==> config.mk <==
export PLATFORM = sky130hd
export DESIGN_NAME = pipe_hazard_ctrl
export DESIGN_NICKNAME = d
export VERILOG_FILES = /design/src/rtl/pipe_ctrl_pkg.sv /design/src/rtl/sat_counter.sv /design/src/rtl/pipe_hazard_ctrl.sv
export SDC_FILE = /design/constraint.sdc
export NUM_CORES = 1
export LEC_CHECK = 0
export CAP_MARGIN = 25
export CORE_ASPECT_RATIO = 2
export CORE_UTILIZATION = 45
export CTS_BUF_LIST = sky130_fd_sc_hd__clkbuf_16
export DETAILED_ROUTE_END_ITERATION = 7
export GPL_TIMING_DRIVEN = 1
export PLACE_DENSITY_LB_ADDON = 0.1
export SYNTH_ARGS = -nofsm -noshare
export SYNTH_HDL_FRONTEND = slang
export SYNTH_HIERARCHICAL = 1
export SYNTH_SLANG_ARGS = --single-unit
==> constraint.sdc <==
create_clock -name clk -period 2.6 [get_ports clk]
set_input_delay 0.65 -clock clk [delete_from_list [all_inputs] [get_ports clk]]
set_output_delay 0.65 -clock clk [all_outputs]
set_load 0.02 [all_outputs]
==> src/rtl/pipe_ctrl_pkg.sv <==
// Shared types and constants for the pipeline hazard sequencer.
package pipe_ctrl_pkg;

    typedef enum logic [1:0] {
        RUN      = 2'd0,
        MEM_WAIT = 2'd1,
        HALT     = 2'd2
    } state_t;

    localparam int unsigned REG_W_DEF = 5;

    // Register $zero never carries a real dependency.
    localparam int unsigned REG_ZERO = 0;

endpackage

==> src/rtl/sat_counter.sv <==
// Up-counter that sticks at all-ones instead of wrapping; cleared by reset.
module sat_counter
    import pipe_ctrl_pkg::*;
#(
    parameter int unsigned WIDTH = 16
) (
    input  logic             clk,
    input  logic             rst,
    input  logic             inc,
    output logic [WIDTH-1:0] count
);

    always_ff @(posedge clk or posedge rst) begin
        if (rst) begin
            count <= '0;
        end else if (inc && (count != '1)) begin
            count <= count + WIDTH'(1);
        end
    end

endmodule

==> src/rtl/pipe_hazard_ctrl.sv <==
// Hazard sequencer for the 5-stage MIPS pipeline: load-use stalls, branch
// squashes and frozen data-memory waits with timeout, plus a stall counter.
module pipe_hazard_ctrl
    import pipe_ctrl_pkg::*;
#(
    parameter int unsigned REG_W       = REG_W_DEF,
    parameter int unsigned MEM_TIMEOUT = 16,
    parameter int unsigned CNT_W       = 16
) (
    input  logic             clk,
    input  logic             rst,
    input  logic             IdExMemRead,
    input  logic [REG_W-1:0] IdExRt,
    input  logic [REG_W-1:0] IfIdRs,
    input  logic [REG_W-1:0] IfIdRt,
    input  logic             ExMemMemRead,
    input  logic             ExMemMemWrite,
    input  logic             memAck,
    input  logic             branchTaken,
    output logic             memReq,
    output logic             PcWrite,
    output logic             IfIdWrite,
    output logic             IfIdFlush,
    output logic             IdExWrite,
    output logic             IdExBubble,
    output logic             ExMemWrite,
    output logic             MemWbBubble,
    output logic             memError,
    output logic [CNT_W-1:0] stallCycles
);

    localparam int unsigned WAIT_W = $clog2(MEM_TIMEOUT + 1);

    state_t              state;
    logic [WAIT_W-1:0]   wait_cnt;
    logic                mem_access;
    logic                load_use;
    logic                hz_eval;

    always_comb begin
        mem_access = ExMemMemRead | ExMemMemWrite;
        load_use   = IdExMemRead && (IdExRt != REG_W'(REG_ZERO)) &&
                     ((IdExRt == IfIdRs) || (IdExRt == IfIdRt));
    end

    // Control outputs: combinational from state and current inputs.
    always_comb begin
        memReq      = mem_access;
        PcWrite     = 1'b1;
        IfIdWrite   = 1'b1;
        IfIdFlush   = 1'b0;
        IdExWrite   = 1'b1;
        IdExBubble  = 1'b0;
        ExMemWrite  = 1'b1;
        MemWbBubble = 1'b0;
        hz_eval     = 1'b0;

        case (state)
            RUN: begin
                if (mem_access && !memAck) begin
                    memReq      = 1'b1;
                    PcWrite     = 1'b0;
                    IfIdWrite   = 1'b0;
                    IdExWrite   = 1'b0;
                    ExMemWrite  = 1'b0;
                    MemWbBubble = 1'b1;
                end else begin
                    hz_eval = 1'b1;
                end
            end
            MEM_WAIT: begin
                memReq = 1'b1;
                if (memAck) begin
                    hz_eval = 1'b1;
                end else begin
                    PcWrite     = 1'b0;
                    IfIdWrite   = 1'b0;
                    IdExWrite   = 1'b0;
                    ExMemWrite  = 1'b0;
                    MemWbBubble = 1'b1;
                end
            end
            HALT: begin
                memReq      = 1'b0;
                PcWrite     = 1'b0;
                IfIdWrite   = 1'b0;
                IdExWrite   = 1'b0;
                ExMemWrite  = 1'b0;
                MemWbBubble = 1'b1;
            end
            default: begin
                hz_eval = 1'b1;
            end
        endcase

        // A taken branch squashes the ID instruction, so its load-use is moot.
        if (hz_eval) begin
            if (branchTaken) begin
                IfIdFlush  = 1'b1;
                IdExBubble = 1'b1;
            end else if (load_use) begin
                PcWrite    = 1'b0;
                IfIdWrite  = 1'b0;
                IdExBubble = 1'b1;
            end
        end
    end

    // Sequencer state, memory wait counter and sticky timeout flag.
    always_ff @(posedge clk or posedge rst) begin
        if (rst) begin
            state    <= RUN;
            wait_cnt <= '0;
            memError <= 1'b0;
        end else begin
            case (state)
                RUN: begin
                    if (mem_access && !memAck) begin
                        state    <= MEM_WAIT;
                        wait_cnt <= WAIT_W'(1);
                    end
                end
                MEM_WAIT: begin
                    if (memAck) begin
                        state <= RUN;
                    end else if (wait_cnt == WAIT_W'(MEM_TIMEOUT)) begin
                        memError <= 1'b1;
                        state    <= HALT;
                    end else begin
                        wait_cnt <= wait_cnt + WAIT_W'(1);
                    end
                end
                HALT: begin
                    state <= HALT;
                end
                default: begin
                    state <= RUN;
                end
            endcase
        end
    end

    logic pc_stalled;
    assign pc_stalled = ~PcWrite;

    sat_counter #(
        .WIDTH (CNT_W)
    ) u_stall_cnt (
        .clk   (clk),
        .rst   (rst),
        .inc   (pc_stalled),
        .count (stallCycles)
    );

endmodule
# Word level (Yosys, flattened, before mapping)
# Index checks and enable logic that the tools add are counted.
dict set report classes {
  addsub 2
  eq_ne 10
  n_mux 24
  bitwise 3
  n_reduce_logical 12
}
# cell n
set ops {}
lappend ops {{$add A16 B1 Y16 const B} 1}
lappend ops {{$ne A16 B16 Y1 const B} 1}
lappend ops {{$mux W5} 3}
lappend ops {{$mux W1} 13}
lappend ops {{$eq A5 B5 Y1} 2}
lappend ops {{$pmux W5 S2} 1}
lappend ops {{$pmux W1 S3} 3}
lappend ops {{$mux W2} 3}
lappend ops {{$ne A2 B2 Y1 const B} 3}
lappend ops {{$pmux W2 S3} 1}
lappend ops {{$add A5 B1 Y5 const B} 1}
lappend ops {{$eq A5 B5 Y1 const B} 1}
lappend ops {{$reduce_bool A5 Y1} 1}
lappend ops {{$logic_and A1 B1 Y1} 4}
lappend ops {{$reduce_and A4 Y1} 1}
lappend ops {{$ne A3 B3 Y1 const B} 1}
lappend ops {{$reduce_and A3 Y1} 1}
lappend ops {{$eq A2 B1 Y1 const B} 1}
lappend ops {{$eq A2 B2 Y1 const B} 1}
lappend ops {{$logic_not A2 Y1} 1}
lappend ops {{$not A1 Y1} 2}
lappend ops {{$reduce_and A2 Y1} 1}
lappend ops {{$reduce_bool A2 Y1} 1}
lappend ops {{$logic_not A1 Y1} 1}
lappend ops {{other kinds (2)} 2}
dict set report totals {
  regBits 24
  inputBits 22
  out_inout_bits 25
  elab_cells 55
}

# Logic depth before layout (Yosys ltp)
# Gate-level depths: netlist of the first run.
dict set report depth {
  ltp_word 8
  depth_mapped 8
}

# Hierarchy
# The synthesis of the first run kept the hierarchy.
# module instances cells_each area_per_inst_um2 seq_area_each_um2
set by_module_without_submodules {}
lappend by_module_without_submodules {sat_counter 1 71 805.8 400.4}
lappend by_module_without_submodules {pipe_hazard_ctrl 1 71 603.1 200.2}

# Worst setup path before layout of the first run
# Ideal clock, no wire load.
dict set report synth_timing {
  path_kind {input port to flip-flop}
  from {in ExMemMemWrite}
  to {reg u_stall_cnt.count[14]}
  setup_ns 0.125
  arrival_ns 2.790
  t_required_ns 2.475
  path_slack_ns -0.315
  stages 8
  n_path_buf 0
  path_cell_list {nor3_1 -> o31ai_1 -> inv_1 -> o31ai_1 -> and4_1 -> nand3_1 -> nor2_1 -> mux2_2}
}
dict set report synth_between {
  elab_chain_cells 7
}
# element line_no
set synth_rtl {}
lappend synth_rtl {{start, declared} pipe_hazard_ctrl.sv:17} ;# input logic ExMemMemWrite,
lappend synth_rtl {{$or A1 B1 Y1} pipe_hazard_ctrl.sv:41} ;# mem_access = ExMemMemRead | ExMemMemWrite;
lappend synth_rtl {{$logic_and A1 B1 Y1} pipe_hazard_ctrl.sv:60} ;# if (mem_access && !memAck) begin
lappend synth_rtl {{$mux W1} --}
lappend synth_rtl {{$pmux W1 S3} --}
lappend synth_rtl {{net ExMemWrite} pipe_hazard_ctrl.sv:26} ;# output logic ExMemWrite,
lappend synth_rtl {{$mux W1} pipe_hazard_ctrl.sv:97} ;# if (hz_eval) begin
lappend synth_rtl {{$not A1 Y1} pipe_hazard_ctrl.sv:144} ;# assign pc_stalled = ~PcWrite;
lappend synth_rtl {{net pc_stalled} pipe_hazard_ctrl.sv:143} ;# logic pc_stalled;
lappend synth_rtl {{$logic_and A1 B1 Y1} sat_counter.sv:16} ;# end else if (inc && (count != '1)) begin
lappend synth_rtl {{end signal, assigned} sat_counter.sv:17} ;# count <= count + WIDTH'(1);
lappend synth_rtl {{end, declared} sat_counter.sv:10} ;# output logic [WIDTH-1:0] count
# The timed path passes the listed nets, and every way through them passes these cells.
# A chain may end at the register's enable or synchronous reset.

# Worst setup path in the final report of the first run
dict set report layout_timing {
  from {in memAck}
  to {out MemWbBubble}
}
dict set report layout_between {
  elab_chain_cells 4
  word_cells_on_any_way 5
}
# element line_no
set layout_rtl {}
lappend layout_rtl {{start, declared} pipe_hazard_ctrl.sv:18} ;# input logic memAck,
lappend layout_rtl {{$logic_not A1 Y1} pipe_hazard_ctrl.sv:60}
lappend layout_rtl {{$logic_and A1 B1 Y1} pipe_hazard_ctrl.sv:60}
lappend layout_rtl {{$mux W1} pipe_hazard_ctrl.sv:60}
lappend layout_rtl {{$pmux W1 S3 *} pipe_hazard_ctrl.sv:58} ;# case (state)
lappend layout_rtl {{end, declared} pipe_hazard_ctrl.sv:27} ;# output logic MemWbBubble,
# Mark *: on every way between the ends. The rest lies on a longest branch, timed or not.

==> results.toml, run 1 <==
[placement]
dp_hpwl_mm = 2.79
io_buffers = 46
place_area_mm2 = 0.00201
gp_congestion = 0.867
place_ws_ns = -0.713

[worst_setup_path]
critical_path.cell_chain = "clkdlybuf4s50_1, o31ai_4, buf_4, dlygate4sd2_1"
cp_slowest_cell = "clkdlybuf4s50_1"
ff2ff_setup_slack_ns = 0.39
cp_num_buf_inv = 3
path_max_fanout = 3
endpoint_kind = "output pin"
reg2reg_from = "state[0]"
reg2reg_depth = 11
critical_path.startpoint_type = "input pin"
r2r_end = "u_stall_cnt/count[14]"
cp.arrival_ns = 1.87
cp.required_ns = 1.95
crit_type = "input pin to output pin"
critical_path.top_delay_family = "buffers and inverters"
max_stage_delay_ns = 0.45

[power_and_ir_drop]
p_leak_nw = 1.01
internal-power_mw = 0.980
p_seq_frac = 0.387
power_density_mw_per_mm2 = 669
clkPwrFrac = 0.295
switching_share = 0.322
comb_power_share = 0.318
p_total_mw = 1.45
p_sw_mw = 0.466
ir_drop_v = 0.000516

[die]
core_area_mm2 = 0.00298
dieArea_mm2 = 0.00337
initial_core_util = 0.473
ioPinCount = 47
die_x_um = 41.6
num_rows = 28
dieHeight_um = 81.1

[routing]
ant_nets = 0
drc = 0
wirelength_mm = 3.63
dr.pass1.iters = 4
num_vias = 1328
wl_per_cell_um = 15.4
drt_iter0_drc = 14
viasPerCell = 5.63

[timing]
finalHoldViolCount = 0
post-route-period-util = 0.967
slew_headroom = 0.597
min_period_ns = 2.52
drv_slew = 0
fin_skew_ns = 0.00408
tightest_slew_ns = 0.604
fmax_mhz = 398
rsz0062_at_grt = "no"
worst_slack_ns = 0.0847
setup-violations-final = 0

[clock_network]
clk_pin_slew_ns = 0.06
cts_buffers = 3
cts_hold_buffers = 0
worstSkewPairLatency_ns = 0.25
htreeDepth = 1
cts_root_buf = "clkbuf_16"
clock_sink_count = 24
cts_tree = "done"
clock_path_buffers = 2

[cells_and_area]
syn2layout_area_growth_pct = 53.4
layout-drive-gt1-share = 0.257
regArea_um2 = 601
nets = 232
diodes = 0
final_cell_area_mm2 = 0.00216
multi_input_area_um2 = 845
nFillCells = 230

[yosys]
synth_ff_type = "dfrtp_1"
ys_seq_area_frac = 0.426
syn_area_per_cell_um2 = 9.92
synthCells = 142
synthesis.area_mm2 = 0.00141
synth_seq_cells = 24
synth_nets = 167
ys_types = 38
yosys_warnings = 6
yosys.area.top_type = "dfrtp_1"
synth-edff-count = 0
synth_area_leaders = "dfrtp_1, xnor2_1, xor2_1, nand2_1, nand3_1"
yosysTopAreaCellShare = 0.426
async_reset_ff_frac = 1.00

[worst_hold_path]
hold_path_depth = 1
min_path_type = "flip-flop to flip-flop"
worstHoldStart = "memError"
timing.hold.worst_endpoint = "memError"

[outcome]
status = "completed"

[global_routing]
first_global_vias = 1404
grt_pass1_wl_mm = 5.91
grt_overflow_total = 0
grt_max_degree = 17
antenna_found_initial = 0
grt_usage = 0.226

[run]
cap_violations = 0
-- cells in the mapped netlist (2+ instances only) --
cell type   n
nand3_1     9
a21oi_1     2
and3_1      4
dfrtp_1    24
nor3_1      4
inv_1       7
nand4_1     6
mux2i_1     2
o21ai_0     4
ha_1        3
and4_1      3
mux2_2      2
buf_4       2
nor2_1      9
nand2b_1    4
o31ai_1     3
xor2_1     10
xnor2_1    11
nand2_1    14
-- power groups by stage --
stage,Combinational [mW],Sequential (mW),Clock [mW]
after floorplan,0.179,0.593,0
after global placement,0.438,0.547,0
after detailed placement,0.450,0.553,0
after CTS,0.458,0.561,0.436
after global routing,0.502,0.575,0.455
final,0.460,0.560,0.427
-- stage by stage --
stage | setup TNS (ns) | util | hold slack [ns] | cells
floorplan | 0 | - | 0.466 | 142
global placement | -8.30 | 0.675 | 0.454 | 230
detailed placement | -10.30 | 0.675 | 0.459 | 230
CTS | 0 | 0.732 | 0.479 | 237
global route | 0 | 0.726 | 0.491 | 236
finish | 0 | 0.726 | 0.484 | 236
-- how the worst max path moves through the flow --
stage | start | to | cells after the start
finish | memAck | MemWbBubble | 4
global route | IfIdRs[4] | u_stall_cnt/count[10] | 12
CTS | IdExRt[2] | PcWrite | 8
detailed placement | IdExRt[1] | PcWrite | 5
global placement | IdExRt[1] | IfIdWrite | 5
floorplan | IdExRt[3] | u_stall_cnt/count[14] | 8
-- metal layers --
| layer | track usage | up-vias | share of wire |
|---|---|---|---|
| li1 | - | 634 | - |
| met1 | 0.201 | 626 | 0.33 |
| met2 | 0.464 | 48 | 0.59 |
| met3 | 0.0244 | 20 | 0.023 |
| met4 | 0.129 | 0 | 0.054 |
| met5 | 0 | - | 0 |
-- placed cells by master (no fill, tap or decap), types with 2 or more instances in the layout --
cell type	Yosys	routed
clkbuf_2	0	4
xor2_1	10	10
clkdlybuf4s50_1	0	21
xnor2_1	11	11
nand2_1	14	14
nand2b_1	4	4
mux2_2	2	2
and3_1	4	4
inv_1	7	6
o31ai_2	0	2
and4_1	3	2
nor2_1	9	9
buf_4	2	16
mux2i_1	2	2
o21ai_0	4	3
dfrtp_1	24	24
buf_6	0	3
dlygate4sd2_1	0	13
nand4_1	6	6
nand3_1	9	7
clkbuf_16	0	3
a21oi_1	2	2
ha_1	3	3
clkdlybuf4s15_2	0	3
nor3_2	0	2
-- flip-flops by register name, summed over array words and instances, names as in the netlist --
name	cells
state	2
wait_cnt	5
u_stall_cnt/count	16
memError	1
-- cells by family (layout without fill, tap and decap cells) --
family | Yosys count | count (layout) | synth area share
adder cells (fa/ha/maj) | 3 | 3 | 0.0266
AND/OR/NAND/NOR | 64 | 64 | 0.275
buffers and inverters | 9 | 73 | 0.0293
flip-flops | 24 | 24 | 0.426
XOR/XNOR | 21 | 21 | 0.131
multiplexers | 4 | 4 | 0.0302
AO/OA/AOI/OAI | 17 | 17 | 0.0817
-- timing repair --
action	in CTS	in global routing
endpoints found under the setup margin	20	9
resized for setup	65	9
pin swaps	17	9
setup buffers	3	0
-- area by class of cell --
cell class                      instances  share of cell area
Clock inverter                          1              0.0139
Sequential cell                        24               0.278
Timing Repair Buffer                   62               0.253
Multi-Input combinational cell        109               0.391
Clock buffer                            3              0.0347
Inverter                                7              0.0122
Tap cell                               30              0.0174
Power figures use the tool's default switching activity.
==> run 2, diff against run 1 <==
--- a/config.mk
+++ b/config.mk
@@ -6,13 +6,14 @@
 export NUM_CORES = 1
 export LEC_CHECK = 0
 export CAP_MARGIN = 25
+export CELL_PAD_IN_SITES_DETAIL_PLACEMENT = 1
+export CELL_PAD_IN_SITES_GLOBAL_PLACEMENT = 1
 export CORE_ASPECT_RATIO = 2
-export CORE_UTILIZATION = 45
+export CORE_UTILIZATION = 34
 export CTS_BUF_LIST = sky130_fd_sc_hd__clkbuf_16
 export DETAILED_ROUTE_END_ITERATION = 7
 export GPL_TIMING_DRIVEN = 1
 export PLACE_DENSITY_LB_ADDON = 0.1
 export SYNTH_ARGS = -nofsm -noshare
 export SYNTH_HDL_FRONTEND = slang
-export SYNTH_HIERARCHICAL = 1
 export SYNTH_SLANG_ARGS = --single-unit
==> run 2 against run 1 <==
Effect of this change:
- flip-flop and latch count unchanged
- synthesized cell count decreased by 2.8%
- die area increased by 34%
- cell area increased by 1.7%
- critical path depth increased by 2
- via count decreased by 5.0%
- clock power increased by 3%
- non-clock buffer count unchanged
- critical endpoint is now IfIdFlush
==> results.toml, run 2 <==
[die]
dieArea_mm2 = 0.00453
initial_core_util = 0.354
die_x_um = 48.1
dieHeight_um = 94.2
core_area_mm2 = 0.00409
num_rows = 33
ioPinCount = 47

[worst_setup_path]
cp.required_ns = 1.95
path_max_fanout = 3
cp.arrival_ns = 1.91
ff2ff_setup_slack_ns = 0.57
reg2reg_from = "state[0]"
critical_path.cell_chain = "dlygate4sd2_1, or3_1, nand2_1, buf_4, and3_1, clkdlybuf4s15_1"
reg2reg_depth = 7
cp_slowest_cell = "or3_1"
critical_path.startpoint_type = "input pin"
endpoint_kind = "output pin"
crit_type = "input pin to output pin"
r2r_end = "u_stall_cnt.count[14]"
max_stage_delay_ns = 0.37

[yosys]
syn_area_per_cell_um2 = 10.5
yosys_warnings = 0
synthCells = 138
synth_seq_cells = 24
async_reset_ff_frac = 1.00
yosys.area.top_type = "dfrtp_1"
yosysTopAreaCellShare = 0.415
synth_area_leaders = "dfrtp_1, xor2_1, nor4_4, nand2_1, nor2_1"
synth_ff_type = "dfrtp_1"
yosysMostFrequentCell = "xor2_1"
synth-edff-count = 0
synth_commonest_cells = "xor2_1, dfrtp_1, nand2_1, nor2_1"
synthesis.area_mm2 = 0.00145
ys_types = 39
ys_seq_area_frac = 0.415
synth_nets = 163

[routing]
drt_iter0_drc = 12
dr.pass1.iters = 4
ant_nets = 0
viasPerCell = 5.01
num_vias = 1262
wirelength_mm = 3.97
drc = 0
wl_per_cell_um = 15.8

[worst_hold_path]
hold_path_depth = 1
worstHoldStart = "u_stall_cnt.count[8]"
min_path_type = "flip-flop to flip-flop"
timing.hold.worst_endpoint = "u_stall_cnt.count[8]"

[clock_network]
cts_buffers = 3
clock_sink_count = 24
clk_pin_slew_ns = 0.06
clock_path_buffers = 2
cts_tree = "done"
cts_root_buf = "clkbuf_16"
cts_hold_buffers = 0
worstSkewPairLatency_ns = 0.26
htreeDepth = 1

[timing]
fin_skew_ns = 0.00241
drv_slew = 0
slew_headroom = 0.649
tightest_slew_ns = 0.523
min_period_ns = 2.56
fin_hold_ws_ns = 0.488
finalHoldViolCount = 0
fmax_mhz = 390
post-route-period-util = 0.986
setup-violations-final = 0

[placement]
dp_hpwl_mm = 3.09
dp_cells = 246
gp_congestion = 0.691
io_buffers = 46

[power_and_ir_drop]
p_seq_frac = 0.358
power_density_mw_per_mm2 = 705
p_sw_mw = 0.517
ir_drop_v = 0.000540
internal-power_mw = 1.03
switching_share = 0.333
comb_power_share = 0.357
p_leak_nw = 0.987
clkPwrFrac = 0.285

[global_routing]
grt_overflow_total = 0
grt_pass1_wl_mm = 6.31
antenna_found_initial = 0
grt_max_degree = 25
grt_usage = 0.195
first_global_vias = 1363

[outcome]
status = "completed"

[run]
cap_violations = 0

[cells_and_area]
top_register = "u_stall_cnt.count"
diodes = 0
largest_reg_flops = 16
reg.largest.list = "u_stall_cnt.count (16), wait_cnt (5), state (2)"
syn2layout_area_growth_pct = 52.0
final-instance-count-excl-fill = 252
nets = 226
layout-drive-gt1-share = 0.235
final_cell_mix = "xor2_1, dfrtp_1, clkdlybuf4s50_1, buf_4, nand2_1"
-- run 2: logic make-up (layout without fill, tap and decap cells) --
family                   after synthesis  in the layout  share of synthesized area
AO/OA/AOI/OAI                         11             11                     0.0597
buffers and inverters                  9             71                     0.0346
AND/OR/NAND/NOR                       62             62                      0.284
XOR/XNOR                              26             26                      0.157
flip-flops                            24             24                      0.415
adder cells (fa/ha/maj)                3              3                     0.0260
multiplexers                           3              3                     0.0234
-- run 2: layout make-up --
cell class | instances | area [um^2]
Fill cell | 456 | 1890
Multi-Input combinational cell | 105 | 838
Sequential cell | 24 | 601
Timing Repair Buffer | 62 | 571
Clock buffer | 3 | 75.1
Tap cell | 52 | 65.1
Clock inverter | 1 | 30.0
Inverter | 5 | 18.8
-- run 2: power groups by stage --
stage / logic (mW) / clock network [mW] / registers, mW
3_3_place_gp: 0.543 / 0 / 0.556
2_1_floorplan: 0.211 / 0 / 0.627
5_1_grt: 0.599 / 0.468 / 0.570
4_1_cts: 0.560 / 0.451 / 0.557
3_5_place_dp: 0.557 / 0 / 0.562
6_report: 0.553 / 0.441 / 0.555
-- run 2: worst max-delay path by stage --
stage | startpoint | cells past startpoint | end
floorplan | IdExRt[1] | 5 | PcWrite
global placement | IdExRt[1] | 5 | PcWrite
detailed placement | IdExRt[2] | 7 | PcWrite
CTS | IdExRt[2] | 7 | IdExBubble
global route | IdExRt[1] | 7 | IdExBubble
finish | ExMemMemRead | 6 | IfIdFlush
-- run 2: timing repair --
| action | 4_1_cts | 5_1_grt |
|---|---|---|
| setup buffers | 1 | 1 |
| setup endpoints to repair | 14 | 6 |
| gates resized for setup | 43 | 19 |
| pin swaps | 11 | 14 |
-- run 2: layer usage --
metal  track usage  wire length, um  vias up
met3        0.0154              145        6
met4        0.0833               78        0
li1              -                -      594
met2         0.358             2330       29
met5             0                0        -
met1         0.206             1420      633
-- run 2: critical path: cells and delay by family --
kind | cells | cell delay (ns)
simple gates | 3 | 0.61
buf+inv | 3 | 0.66
-- run 2: metrics by stage --
step	power, mW	TNS [ns]	cell area (um^2)	util	worst slack (ns)
after detailed placement	1.12	-8.55	2050	0.501	-0.667
after global routing	1.64	-0.000627	2200	0.538	-0.000627
after global placement	1.10	-6.82	2050	0.501	-0.606
after CTS	1.57	-0.0987	2170	0.530	-0.0987
final	1.55	0	2200	0.538	0.0368
after floorplan	0.838	0	1450	-	0.0846
==> run 3, diff against run 2 <==
--- a/config.mk
+++ b/config.mk
@@ -14,6 +14,7 @@
 export DETAILED_ROUTE_END_ITERATION = 7
 export GPL_TIMING_DRIVEN = 1
 export PLACE_DENSITY_LB_ADDON = 0.1
+export RECOVER_POWER = 25
 export SYNTH_ARGS = -nofsm -noshare
 export SYNTH_HDL_FRONTEND = slang
 export SYNTH_SLANG_ARGS = --single-unit
==> constraint.sdc (replaced) <==
create_clock -name clk -period 2.6 [get_ports clk]
set_input_delay 0.65 -clock clk [delete_from_list [all_inputs] [get_ports clk]]
set_output_delay 0.65 -clock clk [all_outputs]
set_load 0.01 [all_outputs]
==> run 3 against run 2 <==
Effect of this change:
- sequential power is essentially flat
- clock power is essentially flat
- utilization shrank 0.28 points
- non-clock buffer count shrank 4
- via count shrank 1.2%
- die area is the same
- total power shrank 4.1%
- critical endpoint is now PcWrite
- highest routed layer unchanged
==> results.toml, run 3 (same netlist as run 2, synthesis figures left out) <==
[placement]
io_buffers = 46
place_ws_ns = -0.640
gp_congestion = 0.679
dp_hpwl_mm = 3.08

[power_and_ir_drop]
ir_drop_v = 0.000615
p_total_mw = 1.49
power_density_mw_per_mm2 = 679
p_leak_nw = 0.988

[routing]
viasPerCell = 5.01
wl_per_cell_um = 15.9
drt_iter0_drc = 7
wirelength_mm = 3.97
ant_nets = 0
num_vias = 1247
dr.pass1.iters = 3
drc = 0

[cells_and_area]
top_register = "u_stall_cnt.count"
nets = 222
syn2layout_area_growth_pct = 51.2
final_cell_mix = "xor2_1, dfrtp_1, clkdlybuf4s50_1, nor2_1"
reg.largest.list = "u_stall_cnt.count (16), wait_cnt (5), state (2)"
final_common_cell = "xor2_1"
layout-drive-gt1-share = 0.209
largest_reg_flops = 16
final_core_util = 0.535

[timing]
drv_slew = 0
min_period_ns = 2.54
finalHoldViolCount = 0
fin_skew_ns = 0.00224
slew_headroom = 0.127
post-route-period-util = 0.976
setup-violations-final = 0
worst_slack_ns = 0.0628
tightest_slew_ns = 1.31
rsz0062_at_grt = "no"
fmax_mhz = 394
fin_setup_tns_ns = 0

[global_routing]
grt_max_degree = 25
grt_overflow_total = 0
grt_pass1_wl_mm = 6.29
first_global_vias = 1377
grt_usage = 0.194
antenna_found_initial = 0

[run]
cap_violations = 0

[worst_setup_path]
cp.required_ns = 1.95
path_max_fanout = 3
crit_type = "input pin to output pin"
ff2ff_setup_slack_ns = 0.60
critical_path.startpoint_type = "input pin"
endpoint_kind = "output pin"
cp.arrival_ns = 1.89

[clock_network]
clock_path_buffers = 2
cts_setup_buffers = 0
clock_sink_count = 24
clk_pin_slew_ns = 0.06
cts_buffers = 3
cts_root_buf = "clkbuf_16"
cts_hold_buffers = 0
worstSkewPairLatency_ns = 0.26
htreeDepth = 1
cts_tree = "done"

[die]
ioPinCount = 47
die_x_um = 48.1
num_rows = 33
initial_core_util = 0.354
dieHeight_um = 94.2
core_area_mm2 = 0.00409
dieArea_mm2 = 0.00453

[worst_hold_path]
min_path_type = "flip-flop to flip-flop"

[outcome]
status = "completed"
## run 3: worst paths after layout
path                       startpoint                    end  cells after the start
max in group asynchronous         rst   u_stall_cnt.count[3]                      3
setup / recovery            IdExRt[0]                PcWrite                      6
hold reg to reg              memError               memError                      1
min in group asynchronous         rst  u_stall_cnt.count[11]                      3
hold / removal               memError               memError                      1
setup reg to reg             state[0]  u_stall_cnt.count[14]                      7
## run 3: critical path, cell delays in order
cell and delay (ns):
clkdlybuf4s15_1 0.26, xor2_1 0.21, nor3_2 0.17, a22oi_2 0.11, o31a_4 0.36, buf_6 0.13
## run 3: power by group
group	switching [mW]	internal (mW)
Combinational	0.223	0.263
Sequential	0.0990	0.458
Clock	0.137	0.306
Total	0.459	1.03
## run 3: routing by layer
layer  GRT usage  vias to the layer above  routed length, um
li1            -                      588                  -
met1       0.181                      618               1370
met2       0.374                       32               2360
met3      0.0269                        9                134
met4      0.0810                        0                101
met5           0                        -                  0
## run 3: stage by stage
| stage | hold slack, ns | area (um^2) | instances |
|---|---|---|---|
| 2_1_floorplan | 0.487 | 1450 | 138 |
| 3_3_place_gp | 0.461 | 2030 | 244 |
| 3_5_place_dp | 0.453 | 2030 | 244 |
| 4_1_cts | 0.470 | 2170 | 248 |
| 5_1_grt | 0.490 | 2180 | 248 |
| 6_report | 0.462 | 2190 | 249 |
## run 3: layout make-up
cell class,count,area (um^2)
multi-input combinational,105,852
clock buffer,3,75.1
timing repair buffer,58,543
antenna,1,2.50
fill,438,1900
inverter,5,18.8
tap,52,65.1
sequential,24,601
clock inverter,1,30.0
## run 3: what timing repair did
action                     CTS  global route
pin swaps                    9            12
gates cloned                 0             0
setup endpoints to repair   13             4
gates resized for setup     45            12
